==> config.mk <==
export PLATFORM = sky130hd
export DESIGN_NAME = segs_scan
export DESIGN_NICKNAME = d
export VERILOG_FILES = /design/src/rtl/segs_scan.sv
export SDC_FILE = /design/constraint.sdc
export NUM_CORES = 1
export LEC_CHECK = 0
export ABC_CLOCK_PERIOD_IN_PS = 4300
export BUFFER_PORTS_ARGS = -buffer_cell sky130_fd_sc_hd__buf_4
export CORE_AREA = 2 2 48 94
export CTS_CLUSTER_DIAMETER = 150
export DETAILED_ROUTE_END_ITERATION = 10
export DIE_AREA = 0 0 50 96
export PLACE_DENSITY = 0.81
export SYNTH_ARGS = -nofsm -noshare
export SYNTH_HDL_FRONTEND = slang
export SYNTH_SLANG_ARGS = --single-unit
==> constraint.sdc <==
create_clock -name clk -period 4.3 [get_ports clk]
set_clock_uncertainty 0.1 [all_clocks]
set_input_delay 0.215 -clock clk [delete_from_list [all_inputs] [get_ports clk]]
set_output_delay 0.215 -clock clk [all_outputs]
set_load 0.01 [all_outputs]
==> src/rtl/segs_scan.sv <==
// segs_scan: N-digit hex seven-segment driver with static and scanned outputs.
// Latency: load -> seg_par_o two clk edges; scan outputs registered one edge after index.
// Backpressure: none; load is accepted on every edge it is high, including while disabled.
//
// Ports:
//   clk, rst_n          clock, asynchronous active-low reset
//   load                capture value_in / dp_in into the shadow registers
//   value_in            packed hex digits, digit 0 in the low nibble
//   dp_in               decimal point per digit, 1 = lit
//   enable              0 forces every segment and digit select dark
//   lzb_en              1 blanks leading zero digits (digit 0 always shown)
//   seg_par_o           static segment bytes, active-low, digit k at [8k+7:8k]
//   seg_scan_o          segment byte of the selected digit, active-low
//   an_o                active-low one-hot digit select
//   scan_done           one-cycle pulse when the scan index wraps to 0
//   blink_mask          (SEGS_BLINK_EN only) digits that blink
//
// Optional feature macro: SEGS_BLINK_EN adds blink_mask and the blink phase logic.
module segs_scan #(
  parameter int NUM_DIGITS = 2,
  parameter int SCAN_DIV   = 1000,
  parameter int BLINK_DIV  = 16
) (
  input  logic                    clk,
  input  logic                    rst_n,
  input  logic                    load,
  input  logic [4*NUM_DIGITS-1:0] value_in,
  input  logic [NUM_DIGITS-1:0]   dp_in,
  input  logic                    enable,
  input  logic                    lzb_en,
`ifdef SEGS_BLINK_EN
  input  logic [NUM_DIGITS-1:0]   blink_mask,
`endif
  output logic [8*NUM_DIGITS-1:0] seg_par_o,
  output logic [7:0]              seg_scan_o,
  output logic [NUM_DIGITS-1:0]   an_o,
  output logic                    scan_done
);

  localparam int IDX_W = (NUM_DIGITS > 1) ? $clog2(NUM_DIGITS) : 1;
  localparam int PRE_W = (SCAN_DIV > 1) ? $clog2(SCAN_DIV) : 1;
  localparam logic [IDX_W-1:0] IDX_LAST = IDX_W'(NUM_DIGITS - 1);
  localparam logic [PRE_W-1:0] PRE_LAST = PRE_W'(SCAN_DIV - 1);

  if (NUM_DIGITS < 1) begin : g_bad_num_digits
    $error("segs_scan: NUM_DIGITS must be >= 1");
  end
  if (SCAN_DIV < 1) begin : g_bad_scan_div
    $error("segs_scan: SCAN_DIV must be >= 1");
  end
  if (BLINK_DIV < 1) begin : g_bad_blink_div
    $error("segs_scan: BLINK_DIV must be >= 1");
  end

  // Active-high font, bit7..1 = a..g, bit0 = dp (left clear here).
  function automatic logic [7:0] hex_font(input logic [3:0] h);
    logic [7:0] f;
    case (h)
      4'h0: f = 8'hFC;
      4'h1: f = 8'h60;
      4'h2: f = 8'hDA;
      4'h3: f = 8'hF2;
      4'h4: f = 8'h66;
      4'h5: f = 8'hB6;
      4'h6: f = 8'hBE;
      4'h7: f = 8'hE0;
      4'h8: f = 8'hFE;
      4'h9: f = 8'hF6;
      4'hA: f = 8'hEE;
      4'hB: f = 8'h3E;
      4'hC: f = 8'h9C;
      4'hD: f = 8'h7A;
      4'hE: f = 8'h9E;
      default: f = 8'h8E;
    endcase
    return f;
  endfunction

  logic [4*NUM_DIGITS-1:0] value_q;
  logic [NUM_DIGITS-1:0]   dp_q;
  logic [PRE_W-1:0]        presc_q, presc_d;
  logic [IDX_W-1:0]        idx_q, idx_d;
  logic                    term_cnt, wrap;
  logic [8*NUM_DIGITS-1:0] seg_par_q, seg_par_d;
  logic [7:0]              seg_scan_q, seg_scan_d;
  logic [NUM_DIGITS-1:0]   an_q, an_d;
  logic                    scan_done_q;

`ifdef SEGS_BLINK_EN
  localparam int BLK_W = (BLINK_DIV > 1) ? $clog2(BLINK_DIV) : 1;
  localparam logic [BLK_W-1:0] BLK_LAST = BLK_W'(BLINK_DIV - 1);
  logic [BLK_W-1:0] blink_cnt_q;
  logic             phase_q;

  // Blink phase counts completed scan rounds, so it tracks the visible refresh.
  always_ff @(posedge clk or negedge rst_n) begin
    if (!rst_n) begin
      blink_cnt_q <= '0;
      phase_q     <= 1'b0;
    end else if (wrap) begin
      if (blink_cnt_q == BLK_LAST) begin
        blink_cnt_q <= '0;
        phase_q     <= ~phase_q;
      end else begin
        blink_cnt_q <= blink_cnt_q + BLK_W'(1);
      end
    end
  end
`endif

  // Prescaler and scan index.
  always_comb begin
    term_cnt = (presc_q == PRE_LAST);
    wrap     = term_cnt && (idx_q == IDX_LAST);
    presc_d  = term_cnt ? '0 : presc_q + PRE_W'(1);
    idx_d    = idx_q;
    if (term_cnt) begin
      idx_d = wrap ? '0 : idx_q + IDX_W'(1);
    end
  end

  // Per-digit bytes from the shadow. Walk from the MSD down: a digit is a
  // leading zero until the first nonzero nibble has been seen.
  logic       seen_nz;
  logic       blank;
  logic [3:0] nib;
  logic [7:0] seg;

  always_comb begin
    seen_nz   = 1'b0;
    blank     = 1'b0;
    nib       = '0;
    seg       = '0;
    seg_par_d = '1;
    for (int k = NUM_DIGITS - 1; k >= 0; k--) begin
      nib = value_q[4*k +: 4];
      if (nib != 4'h0) begin
        seen_nz = 1'b1;
      end
      blank = lzb_en && !seen_nz && (k != 0);
      // A blanked digit keeps its decimal point.
      seg   = (blank ? 8'h00 : hex_font(nib)) | {7'b0, dp_q[k]};
`ifdef SEGS_BLINK_EN
      if (phase_q && blink_mask[k]) begin
        seg = 8'h00;
      end
`endif
      seg_par_d[8*k +: 8] = ~seg;
    end
  end

  // Select and segment byte come from the same index so they switch together.
  always_comb begin
    seg_scan_d = 8'hFF;
    an_d       = '1;
    for (int k = 0; k < NUM_DIGITS; k++) begin
      if (idx_q == IDX_W'(k)) begin
        seg_scan_d = seg_par_d[8*k +: 8];
        an_d[k]    = 1'b0;
      end
    end
  end

  always_ff @(posedge clk or negedge rst_n) begin
    if (!rst_n) begin
      value_q     <= '0;
      dp_q        <= '0;
      presc_q     <= '0;
      idx_q       <= '0;
      scan_done_q <= 1'b0;
      seg_par_q   <= '1;
      seg_scan_q  <= 8'hFF;
      an_q        <= '1;
    end else begin
      if (load) begin
        value_q <= value_in;
        dp_q    <= dp_in;
      end
      presc_q     <= presc_d;
      idx_q       <= idx_d;
      scan_done_q <= wrap;
      // Disabling only masks the outputs; the scan keeps its position.
      if (enable) begin
        seg_par_q  <= seg_par_d;
        seg_scan_q <= seg_scan_d;
        an_q       <= an_d;
      end else begin
        seg_par_q  <= '1;
        seg_scan_q <= 8'hFF;
        an_q       <= '1;
      end
    end
  end

  assign seg_par_o  = seg_par_q;
  assign seg_scan_o = seg_scan_q;
  assign an_o       = an_q;
  assign scan_done  = scan_done_q;

endmodule

==> impl_metrics.json <==
{
  "h-tree-depth": 2,
  "drcViolationCount": 0,
  "die_h_um": 96,
  "crit_required_ns": 4.39,
  "power_mw": 0.975,
  "synth_top_area_share_pct": 29.5,
  "final_common_cell": "buf_4",
  "drv_slew": 0,
  "clockBufferDepth": 2,
  "fmax_mhz": 537,
  "tightest_slew_ns": 0.573,
  "crit_chain": "inv_1, ha_1, inv_1, mux4_2, nor2_1, a31oi_1",
  "finalSetupViolCount": 0,
  "wl_per_cell_um": 14.9,
  "holdCritStartpoint": "value_in[0]",
  "area_growth_pct": 18.7,
  "post-synth-top-area-cell": "dfstp_2",
  "crit_top_cell": "inv_1",
  "hold_viol": 0,
  "coreArea_sq_um": 4090,
  "critPathMaxFanout": 5,
  "cap_violations": 0,
  "final.period_utilization_pct": 43.3,
  "io_buffer_count": 41,
  "syn_avg_cell_area_sq_um": 11.3,
  "via_per_inst": 5.58,
  "cts_resized": 0,
  "io_pins": 42,
  "cts.sinks": 48,
  "synthCells": 205,
  "post_cts_buffers": 0,
  "path_clk_slew_ns": 0.08,
  "first_pass_iters": 4,
  "grt_pass1_wl_um": 7310,
  "cts_root_buf": "clkbuf_8",
  "p_leak_nw": 1.25,
  "critPathMaxStageDelay_ns": 0.46,
  "hp-class": "primary input to flip-flop",
  "synth_cell_types": 46,
  "finalNonFillerCells": 298,
  "grt_pass1_vias": 1601,
  "fp.dieArea_sq_um": 4800,
  "dieWidth_um": 50,
  "final_cell_mix": "41 x buf_4, 26 x dfstp_2, 22 x dfrtp_1, 19 x nand2_1, 13 x ha_1",
  "grt-ovfl-total": 0,
  "p_per_area_nw_per_um2": 355,
  "nNetsFinal": 273,
  "routabilityCongestion": 0.867,
  "status": "finished, final reports clean",
  "rsz0062_at_grt": "false",
  "num_rows": 33,
  "finalWirelength_um": 4440,
  "timing.rr.start": "value_q[1]",
  "first_iter_violations": 31,
  "clk_latency_ns": 0.30,
  "cp-end-kind": "flip-flop",
  "grt_util_all_layers_pct": 20.5,
  "place.detailed.hpwl_um": 3340,
  "hold-worst-slack_ns": 0.0205,
  "syn_nets": 233,
  "grt_max_degree": 49,
  "place_inst": 289,
  "ant_nets": 0,
  "slew_headroom_pct": 61.8,
  "ys_seq_elements": 48,
  "yosys-top-cells-area": "dfstp_2 30%, dfrtp_1 24%, ha_1 7.0%",
  "cts_tree": "yes",
  "worstSetupStartpoint": "value_q[1]",
  "drive_gt1_share_pct": 37.8,
  "antenna_found_initial": 0,
  "synth-warning-count": 0,
  "cp_slowest_cell": "mux4_2",
  "critPathArrivalTime_ns": 1.96,
  "startpoint_type": "flip-flop",
  "initial_core_util_pct": 56.6,
  "syn_area_sq_um": 2310,
  "cts-buffers-inserted": 5,
  "setup_tns_ns": 0,
  "crit_type": "flip-flop to flip-flop",
  "ir_drop_v": 0.000233,
  "finalCriticalPeriod_ns": 1.86,
  "via_count": 1663,
  "antennaDiodeCount": 0,
  "yosysSeqAreaShare_pct": 53.4
}
==> power breakdown <==
part	leakage (nW)	switching, mW	internal, mW	total [mW]
sequential	0.546	0.0278	0.504	0.531
combinational	0.650	0.0872	0.0868	0.174
clock	0.0510	0.141	0.128	0.270
total	1.25	0.256	0.719	0.975
==> final cells by class <==
class | instances | area [sq um]
flip-flops and latches | 48 | 1230
fillers | 316 | 1340
inverters | 10 | 37.5
repair buffers | 42 | 318
multi-input cells | 138 | 997
clock buffers | 6 | 82.6
clock inverters | 2 | 10.0
well taps | 52 | 65.1
==> worst paths after layout <==
path                                  to  slack [ns]  depth (start not counted)
setup reg to reg           seg_scan_o[4]        2.44                          6
hold reg to reg             seg_par_o[0]        0.33                          1
setup / recovery           seg_scan_o[4]        2.44                          6
max in group asynchronous   seg_par_o[3]        3.36                          2
hold / removal                value_q[0]        0.02                          3
min in group asynchronous     value_q[4]        0.34                          2
==> cells in the mapped netlist, drive strengths merged <==
cell / n
o22a: 2
clkbuf: 3
nand2b: 5
a22o: 3
and3: 2
or2: 3
buf: 6
xnor2: 2
a21bo: 1
nor2: 11
nand4: 1
dfrtp: 22
xor2: 2
and2b: 1
o311ai: 2
nor3: 3
nand3b: 2
mux2: 9
ha: 13
and2: 1
a21o: 1
nand2: 19
nor2b: 4
a211oi: 2
a21boi: 2
a41oi: 1
a311o: 2
nand3: 8
and4b: 1
a2bb2oi: 1
o31a: 2
dfstp: 26
mux4: 1
mux2i: 5
inv: 10
or3: 2
a31oi: 7
a21oi: 4
o22ai: 1
o21ai: 11
a221o: 1
==> per-layer routing <==
layer  routed length (um)  up-vias  share of wire (%)  track usage (%)
met5                    0        -                  0                0
met4                  119        0                2.7             13.2
met3                  155       11                3.5             3.73
met2                 2570       50                 58             37.3
met1                 1600      806                 36             21.0
li1                     -      796                  -                -
==> registers in the layout, indices dropped and copies added, names as in the netlist <==
signal,cells
idx_q,1
an_o,2
seg_par_o,16
value_q,8
seg_scan_o,8
presc_q,10
scan_done,1
dp_q,2
==> metrics by stage <==
stage	setup WS, ns	util [%]	instance area, sq um
6_report	2.44	67.1	2740
4_1_cts	2.44	67.1	2740
2_1_floorplan	2.65	-	2310
3_3_place_gp	2.54	64.6	2640
3_5_place_dp	2.45	64.6	2640
5_1_grt	2.28	67.1	2740
==> worst max-delay path, delay by kind of cell, from the launching register on <==
| family | cells | cell delay, ns |
|---|---|---|
| AO/OA/AOI/OAI | 1 | 0.07 |
| adder cells (fa/ha/maj) | 1 | 0.33 |
| buffers and inverters | 2 | 0.19 |
| flip-flops | 1 | 0.45 |
| multiplexers | 1 | 0.46 |
| AND/OR/NAND/NOR | 1 | 0.18 |
==> logic make-up after synthesis <==
family                   count (synthesis)  synth area share [%]
AO/OA/AOI/OAI                           43                  12.9
XOR/XNOR                                 4                  1.52
adder cells (fa/ha/maj)                 13                  7.03
buffers and inverters                   19                  3.52
flip-flops                              48                  53.4
multiplexers                            15                  7.52
AND/OR/NAND/NOR                         63                  14.1
==> timing repair <==
action | in CTS | in global routing
hold buffers | 1 | 0
hold endpoints to repair | 22 | 0
setup endpoints to repair | 0 | 0
(Power assumes the default switching activity.)
